===== src/rtl/mbinit_param_tx.sv =====
// mbinit_param_tx: initiator side of MBINIT.PARAM. Sends the latched local PHY capabilities and validates the partner's response.
// Build option PARAM_RETRY_EN re-sends the request after a failed compare or a timeout, up to MAX_RETRY extra times.
module mbinit_param_tx #(
  parameter int         TIMEOUT_CYCLES = 8000,
  parameter int         CNT_W          = 14,
  parameter logic [3:0] REQ_CODE       = 4'h1,
  parameter logic [3:0] RESP_CODE      = 4'h2,
  parameter int         MAX_RETRY      = 2
) (
  input  logic       CLK,
  input  logic       rst_n,
  input  logic       i_Enable_Param,
  input  logic [4:0] i_Local_VoltageSwing,
  input  logic [2:0] i_Local_MaxDataRate,
  input  logic       i_Local_ClockMode,
  input  logic       i_Local_PhaseClock,
  output logic       o_TX_Valid,
  input  logic       i_TX_Ready,
  output logic [3:0] o_TX_MsgCode,
  output logic [9:0] o_TX_Data,
  input  logic       i_RX_Valid,
  input  logic [3:0] i_RX_MsgCode,
  input  logic [9:0] i_RX_Data,
  output logic       o_Finish_Param,
  output logic       o_Successful_Param,
  output logic [2:0] o_Final_MaxDataRate,
  output logic       o_Timeout
);

  typedef enum logic [1:0] {ST_IDLE, ST_SEND, ST_WAIT_RESP, ST_DONE} state_t;

  localparam logic [CNT_W-1:0] CNT_LAST = CNT_W'(TIMEOUT_CYCLES - 1);

`ifdef PARAM_RETRY_EN
  localparam int RETRY_LIMIT = MAX_RETRY;
`else
  localparam int RETRY_LIMIT = 0 * MAX_RETRY;
`endif
  localparam int RW = (RETRY_LIMIT < 1) ? 1 : $clog2(RETRY_LIMIT + 1);

  state_t           state_q;
  logic [CNT_W-1:0] cnt_q;
  logic [9:0]       fields_q;
  logic [RW-1:0]    retry_q;
  logic             tx_valid_q;
  logic             finish_q;
  logic             success_q;
  logic             timeout_q;
  logic [2:0]       final_q;

  logic       cnt_expired;
  logic       resp_hit;
  logic       resp_ok;
  logic [2:0] resp_rate;
  logic       can_retry;
  logic       attempt_end;
  logic       attempt_ok;
  logic       attempt_to;
  logic       unused_rx_swing;

  // The partner's swing field plays no part in acceptance.
  assign unused_rx_swing = ^i_RX_Data[9:5];

  assign resp_rate   = i_RX_Data[4:2];
  assign resp_hit    = i_RX_Valid && (i_RX_MsgCode == RESP_CODE);
  assign resp_ok     = (i_RX_Data[1] == fields_q[1]) && (i_RX_Data[0] == fields_q[0]) &&
                       (resp_rate != 3'd0) && (resp_rate <= fields_q[4:2]);
  assign cnt_expired = (cnt_q == CNT_LAST);
  assign can_retry   = (int'(retry_q) < RETRY_LIMIT);

  // A response seen in the expiry cycle takes precedence over the timeout.
  always_comb begin
    attempt_end = 1'b0;
    attempt_ok  = 1'b0;
    attempt_to  = 1'b0;
    case (state_q)
      ST_SEND: begin
        if (cnt_expired) begin
          attempt_end = 1'b1;
          attempt_to  = 1'b1;
        end
      end
      ST_WAIT_RESP: begin
        if (resp_hit) begin
          attempt_end = 1'b1;
          attempt_ok  = resp_ok;
        end else if (cnt_expired) begin
          attempt_end = 1'b1;
          attempt_to  = 1'b1;
        end
      end
      default: ;
    endcase
  end

  always_ff @(posedge CLK or negedge rst_n) begin
    if (!rst_n) begin
      state_q    <= ST_IDLE;
      cnt_q      <= '0;
      fields_q   <= '0;
      retry_q    <= '0;
      tx_valid_q <= 1'b0;
      finish_q   <= 1'b0;
      success_q  <= 1'b0;
      timeout_q  <= 1'b0;
      final_q    <= '0;
    end else if (!i_Enable_Param) begin
      state_q    <= ST_IDLE;
      cnt_q      <= '0;
      retry_q    <= '0;
      tx_valid_q <= 1'b0;
      finish_q   <= 1'b0;
      success_q  <= 1'b0;
      timeout_q  <= 1'b0;
      final_q    <= '0;
    end else begin
      case (state_q)
        ST_IDLE: begin
          fields_q   <= {i_Local_VoltageSwing, i_Local_MaxDataRate, i_Local_ClockMode, i_Local_PhaseClock};
          cnt_q      <= '0;
          retry_q    <= '0;
          tx_valid_q <= 1'b1;
          state_q    <= ST_SEND;
        end
        ST_SEND, ST_WAIT_RESP: begin
          cnt_q <= cnt_q + 1'b1;
          if (attempt_end) begin
            if (!attempt_ok && can_retry) begin
              state_q    <= ST_SEND;
              cnt_q      <= '0;
              tx_valid_q <= 1'b1;
              retry_q    <= retry_q + 1'b1;
            end else begin
              state_q    <= ST_DONE;
              tx_valid_q <= 1'b0;
              finish_q   <= 1'b1;
              success_q  <= attempt_ok;
              final_q    <= attempt_ok ? resp_rate : 3'd0;
              timeout_q  <= attempt_to;
            end
          end else if ((state_q == ST_SEND) && i_TX_Ready) begin
            tx_valid_q <= 1'b0;
            state_q    <= ST_WAIT_RESP;
          end
        end
        default: ;
      endcase
    end
  end

  assign o_TX_Valid          = tx_valid_q;
  assign o_TX_MsgCode        = tx_valid_q ? REQ_CODE : 4'h0;
  assign o_TX_Data           = tx_valid_q ? fields_q : 10'h000;
  assign o_Finish_Param      = finish_q;
  assign o_Successful_Param  = success_q;
  assign o_Final_MaxDataRate = final_q;
  assign o_Timeout           = timeout_q;

endmodule


===== config.mk =====
export PLATFORM = sky130hd
export DESIGN_NAME = mbinit_param_tx
export DESIGN_NICKNAME = d
export VERILOG_FILES = /design/src/rtl/mbinit_param_tx.sv
export SDC_FILE = /design/constraint.sdc
export NUM_CORES = 1
export LEC_CHECK = 0
export CORE_MARGIN = 3
export CORE_UTILIZATION = 47
export CTS_CLUSTER_DIAMETER = 60
export CTS_CLUSTER_SIZE = 25
export DETAILED_ROUTE_END_ITERATION = 8
export GPL_ROUTABILITY_DRIVEN = 1
export GPL_TIMING_DRIVEN = 0
export PLACE_DENSITY_LB_ADDON = 0.2
export SETUP_SLACK_MARGIN = 0.15
export SLEW_MARGIN = 0
export SYNTH_ARGS = -nofsm -noshare
export SYNTH_HDL_FRONTEND = slang
export SYNTH_SLANG_ARGS = --single-unit

===== constraint.sdc =====
create_clock -name CLK -period 2.4 [get_ports CLK]
set_input_delay 0.36 -clock CLK [delete_from_list [all_inputs] [get_ports CLK]]
set_output_delay 0.36 -clock CLK [all_outputs]
set_load 0.02 [all_outputs]

==> impl_results.md, run 1 <==
- Share of total power in combinational logic: 0.476
- Post-synthesis register bit count: 33
- Flip-flop cell with the highest count after synthesis: dfrtp_1
- Number of iterations in the first detailed-routing pass: 4
- Average detailed-routed wire length per instance: 14.47 um
- Initial antenna violation count: 0
- Highest net fanout along the worst path: 8
- First-pass GRT wire length: 6.334 mm
- Width of the die: 67.66 um
- Tcrit/Tclk final: 0.8832
- Final-layout fill cell count: 288
- Fin Setup TNS: 0 ns
- Seq/Total Area, Yosys: 0.4622
- Outcome: finished, final reports clean
- Switching power total: 843.8 uW
- Antenna Nets Post-Route: 0
- Part of the total power dissipated in the clock network: 0.176
- Hold-fix buffers, CTS: 0
- RSZ-0062 raised after global routing: false
- Worst setup EP type: flop
- Maximum buffer depth of the clock tree: 2
- Final nets: 265
- Final WL: 3.995 mm
- Bufs and invs on worst path: 1
- Share of total power in sequential cells: 0.349
- Core Rows: 21
- H-Tree Depth: 2
- Insertion delay of the later-clocked pin in the worst-skew pair: 0.28 ns
- Post-synth design cell area: 0.001787 mm^2
- Global placer's final weighted congestion: 0.7705
- CP Data Required Time: 2.62 ns
- Cell types occupying the most area after synthesis: dfrtp_1 46%, o21ai_0 6.4%, mux2_2 6.3%, ha_1 4.9%, and2_1 3.2%
- Root cell of the clock tree: clkbuf_8
- Ordered list of cells on the worst path: inv_1 > ha_1 > nand2_2 > or4_4 > nor3_4 > a32o_2
- IO Pins: 50
- Worst-Margin Slew: 0.8153 ns
- HPWL after detailed placement: 2.985 mm
- Number of sinks handled by clock tree synthesis: 33
- Leakage Power: 0.001051 uW
- P&R area growth vs syn: 31.23%
- Max capacitance violation total: 0
- Largest clock skew in the final design: 0.008320 ns
- CTS buffer count: 5
- Detailed-route DRC error count: 0
- Core area: 0.003495 mm^2
- Data arrival time of the worst path: 2.34 ns
- Peak ir drop on the vdd network: 613.2 uV
- Worst slew margin relative to its limit: 0.4523
- Count of endpoints failing setup in the final report: 0
- Switching part of the total: 0.3820
- Count of buffers added by post-CTS timing repair for setup: 0
- Number of diodes added for antenna fixing: 0
- Total via count after detailed routing: 1546
- Crit path max-delay family: simple AND/OR/NAND/NOR gates
- Hold Fails Final Rpt: 0
- Total congestion overflow: 0
- Leading area contributor after synthesis: dfrtp_1
- Worst min-delay path category: in -> async
- Maximum number of pins on one net before global-route repair: 34
- Distinct cells, synth: 41
- Input/output buffers: 41
- Minimum clock period: 2.120 ns
- Worst-path clk slew: 0.07 ns
- Critical setup path kind: reg -> reg
- Yosys Warn Count: 0
- Fraction of final layout cells sized beyond drive strength 1: 0.1478
- Startpoint type of the worst setup path: flop
- Post-Synthesis Cells: 179
- Final number of max-transition violations: 0
- Fraction of synthesized cell area taken by the top area cell type: 0.4622
- Final standard cell utilization of the core: 0.6710
- Via count of the first global-routing pass: 1405
- Pwr dens: 941.9 mW/mm^2
- Share of flip-flops with an asynchronous set or reset: 1.000
- Avg Vias per Cell: 5.601
- Number of enable-type register cells in the synthesized netlist: 0
- Worst stage delay on the critical path: 0.58 ns
- Post-Syn Area per Cell: 9.982 um^2
- Commonest cells in the synthesized netlist: 33 x dfrtp_1, 23 x o21ai_0, 11 x inv_1, 11 x nand2_1, 10 x mux2_2
- Most numerous cell in the Yosys netlist: dfrtp_1
- Number of DRC markers after the initial detailed-route iteration: 94
- Clock tree from TritonCTS: done
- Chip Height: 67.66 um
- Crit-path slowest cell: or4_4
- Starting density of the core: 0.5113
- Area enclosed by the die boundary: 0.004577 mm^2
- Global routing usage summed across all routing layers: 0.1888
- Cell-internal power: 1365 uW
- Timing-limited maximum frequency: 0.4718 GHz
-- registers in the layout, indices dropped and copies added (netlist names) --
name                 cells
o_Final_MaxDataRate      3
o_TX_Valid               1
o_Successful_Param       1
fields_q                10
o_Timeout                1
state_q                  2
cnt_q                   14
o_Finish_Param           1
-- metal layers --
metal / part of all wire / wire, um / global-route usage
met1: 0.42 / 1690 / 0.2283
met2: 0.49 / 1969 / 0.3171
met3: 0.068 / 272 / 0.04493
met4: 0.016 / 64 / 0.08354
met5: 0 / 0 / 0
-- area by class of cell --
type,instances,area (um^2),area share
clock buffers,6,72.57,0.03095
multi-input cells,128,874.6,0.3730
clock inverters,2,10.01,0.004269
plain buffers,9,57.56,0.02455
inverters,11,41.29,0.01761
flip-flops and latches,33,825.8,0.3522
well taps,46,57.56,0.02455
repair buffers,41,405.4,0.1729
-- placed cells by master, fill, tap and decap left out, drive strengths merged, types with 4 or more instances in the layout --
cell	n
mux2	10
ha	7
o21ai	23
a31oi	6
and3	4
nand2	12
nor3	5
and2	10
dfrtp	33
clkbuf	9
clkdlybuf4s50	40
a21oi	5
inv	11
nand4	6
nand3	4
nor2	8
buf	7
-- through the flow --
step | hold WS, ns | instance area (um^2) | total power, uW | setup slack, ns | std cells
floorplan | 0.06441 | 1794 | 1446 | 0.5146 | 181
global placement | 0.4624 | 2262 | 1764 | 0.1267 | 268
detailed placement | 0.4606 | 2257 | 1818 | 0.06647 | 268
CTS | 0.1544 | 2340 | 2220 | 0.3030 | 276
global route | 0.1867 | 2345 | 2360 | 0.1798 | 276
finish | 0.1412 | 2345 | 2209 | 0.2804 | 276
-- timing repair --
item                                    in CTS  in global routing
gates resized for setup                      0                  1
endpoints found under the setup margin       0                  9
hold endpoints to repair                     0                  0
-- worst paths after layout --
path	start	to	slack, ns	depth (start not counted)
setup / recovery	state_q[1]$_DFFE_PN0P_	o_Final_MaxDataRate[2]$_DFFE_PN0P_	0.28	6
hold / removal	rst_n	o_Final_MaxDataRate[0]$_DFFE_PN0P_	0.14	1
setup reg to reg	state_q[1]$_DFFE_PN0P_	o_Final_MaxDataRate[2]$_DFFE_PN0P_	0.28	6
hold reg to reg	cnt_q[10]$_DFFE_PN0P_	cnt_q[10]$_DFFE_PN0P_	0.49	1
max in group asynchronous	rst_n	o_TX_Valid$_DFFE_PN0P_	1.79	1
min in group CLK	cnt_q[10]$_DFFE_PN0P_	cnt_q[10]$_DFFE_PN0P_	0.49	1
-- logic make-up after synthesis --
group / Yosys count / share of synthesized area
DFF: 33 / 0.4622
xor gates and xnor gates: 2 / 0.009806
adders and majority gates: 7 / 0.04902
and+or+nand+nor: 57 / 0.1856
AOI/OAI and AO/OA: 49 / 0.1730
other: 1 / 0.002099
muxes: 10 / 0.06303
buffers and inverters: 20 / 0.05532
-- worst reg2reg max path, delay by kind of cell, from the launching register on --
kind	cells	cell delay (ns)
AND/OR/NAND/NOR	3	0.97
adder cells (fa/ha/maj)	1	0.48
flip-flops	1	0.38
AO/OA/AOI/OAI	1	0.15
buffers and inverters	1	0.09
-- power groups by stage --
stage	clock network, uW	registers (uW)	logic, uW
4_1_cts	403	772	1040
2_1_floorplan	0	759	687
6_report	388	770	1050
3_5_place_dp	0	780	1040
5_1_grt	426	784	1150
3_3_place_gp	0	769	995
No activity file was read; power rests on OpenSTA's default activity.
==> run 2: changes to the inputs <==
PLACE_DENSITY_LB_ADDON = 0.08   (was 0.2)
==> impl_results.md, run 2 (same netlist as run 1, synthesis figures left out) <==
- Outcome: finished, final reports clean
- Final number of max-transition violations: 0
- Number of iterations in the first detailed-routing pass: 4
- Maximum number of pins on one net before global-route repair: 34
- Peak ir drop on the vdd network: 707.1 uV
- Worst slew margin relative to its limit: 0.4505
- Final nets: 265
- Minimum clock period: 2.112 ns
- First-pass GRT wire length: 6.803 mm
- Flip-flop count of the largest register after layout: 14
- Global routing usage summed across all routing layers: 0.1989
- Initial antenna violation count: 0
- Leakage Power: 0.001054 uW
- Avg Vias per Cell: 5.504
- Timing-limited maximum frequency: 0.4736 GHz
- IO Pins: 50
- Clock tree from TritonCTS: done
- Via count of the first global-routing pass: 1545
- FF-to-FF path depth: 6
- Number of diodes added for antenna fixing: 0
- Worst min-delay path category: in -> async
- Root cell of the clock tree: clkbuf_8
- Final WL: 3.981 mm
- Highest net fanout along the worst path: 8
- Hold-fix buffers, CTS: 0
- Post-place setup slack: 0.009726 ns
- Final-layout fill cell count: 273
- P&R area growth vs syn: 31.58%
- Worst-path clk slew: 0.07 ns
- Input/output buffers: 41
- CTS buffer count: 5
- CP startpoint: state_q[1]$_DFFE_PN0P_
- Critical setup path kind: reg -> reg
- Number of DRC markers after the initial detailed-route iteration: 101
- Fraction of final layout cells sized beyond drive strength 1: 0.1565
- Count of endpoints failing setup in the final report: 0
- Max capacitance violation total: 0
- Number of sinks handled by clock tree synthesis: 33
- Detailed-route DRC error count: 0
- # placed instances: 268
- Worst setup EP type: flop
- Tcrit/Tclk final: 0.8798
- Fin Setup TNS: 0 ns
- Pwr dens: 939.7 mW/mm^2
- Worst-Margin Slew: 0.8180 ns
- Dpl cell area: 0.002257 mm^2
- Antenna Nets Post-Route: 0
- Global placer's final weighted congestion: 0.7980
- Count of buffers added by post-CTS timing repair for setup: 0
- Commonest cells after routing, fill and taps aside: 40 x clkdlybuf4s50_1, 33 x dfrtp_1, 23 x o21ai_0
- Core Rows: 21
- Total congestion overflow: 0
- H-Tree Depth: 2
- PnR worst setup slack: 0.2884 ns
- Cell area after layout: 0.002351 mm^2
- CP Data Required Time: 2.62 ns
- Width of the die: 67.66 um
- Largest clock skew in the final design: 0.006415 ns
- Final std cells w/o fill: 276
- Register ranked first by flip-flop count: cnt_q
- Hold Fails Final Rpt: 0
- HPWL after detailed placement: 2.977 mm
- RSZ-0062 raised after global routing: false
- Chip Height: 67.66 um
- Leading cell type in the layout, fill and taps excluded: clkdlybuf4s50_1
- Area enclosed by the die boundary: 0.004577 mm^2
- Data arrival time of the worst path: 2.34 ns
- Startpoint type of the worst setup path: flop
- Average detailed-routed wire length per instance: 14.42 um
- Total via count after detailed routing: 1519
- Reg2Reg Launch Point: state_q[1]$_DFFE_PN0P_
- Worst hold slack across all endpoints: 0.1292 ns
- Maximum buffer depth of the clock tree: 2
- Core area: 0.003495 mm^2
- Insertion delay of the later-clocked pin in the worst-skew pair: 0.29 ns
- Starting density of the core: 0.5113
- Reg-to-reg slack, setup: 0.29 ns
run 2: cell counts in the layout (fill, tap and decap cells not counted):
Identical to the previous run, type by type.
run 2: per-stage QoR:
step / utilization / total power (uW)
after floorplan: - / 1446
after global placement: 0.6473 / 1768
after detailed placement: 0.6459 / 1814
after CTS: 0.6695 / 2219
after global routing: 0.6728 / 2367
final: 0.6728 / 2209
run 2: critical path, stage by stage, from the launching register on:
cell and delay (ns):
dfrtp_1 0.38, inv_1 0.09, ha_1 0.48, nand2_2 0.16, or4_4 0.57, nor3_4 0.22, a32o_2 0.15
run 2: routing by layer:
metal	up-vias	track usage	part of all wire
li1	736	-	-
met1	718	0.2376	0.45
met2	58	0.3354	0.47
met3	7	0.04493	0.064
met4	0	0.09620	0.016
met5	-	0	0
run 2: final timing paths:
kind | endpoint
worst max-delay path | o_Final_MaxDataRate[2]$_DFFE_PN0P_
worst min-delay path | o_Final_MaxDataRate[1]$_DFFE_PN0P_
worst max register to register | o_Final_MaxDataRate[2]$_DFFE_PN0P_
worst min register to register | cnt_q[10]$_DFFE_PN0P_
max in group asynchronous | cnt_q[4]$_DFFE_PN0P_
min in group CLK | cnt_q[10]$_DFFE_PN0P_
run 2: repair_timing:
item / 4_1_cts / 5_1_grt
setup endpoints to repair: 0 / 11
hold endpoints to repair: 0 / 0
resized for setup: 0 / 4
run 2: final cells by class:
cell class / instances / area [um^2] / share of cell area
Clock buffer: 6 / 72.57 / 0.03087
Multi-Input combinational cell: 128 / 879.6 / 0.3741
Timing Repair Buffer: 41 / 405.4 / 0.1724
Sequential cell: 33 / 825.8 / 0.3513
Clock inverter: 2 / 10.01 / 0.004258
Tap cell: 46 / 57.56 / 0.02448
Inverter: 11 / 41.29 / 0.01756
Buffer: 9 / 58.81 / 0.02501
run 2: where the power goes:
group	total (uW)	switching [uW]	internal, uW
registers	771	95.7	675
logic	1040	550	488
clock network	400	199	201
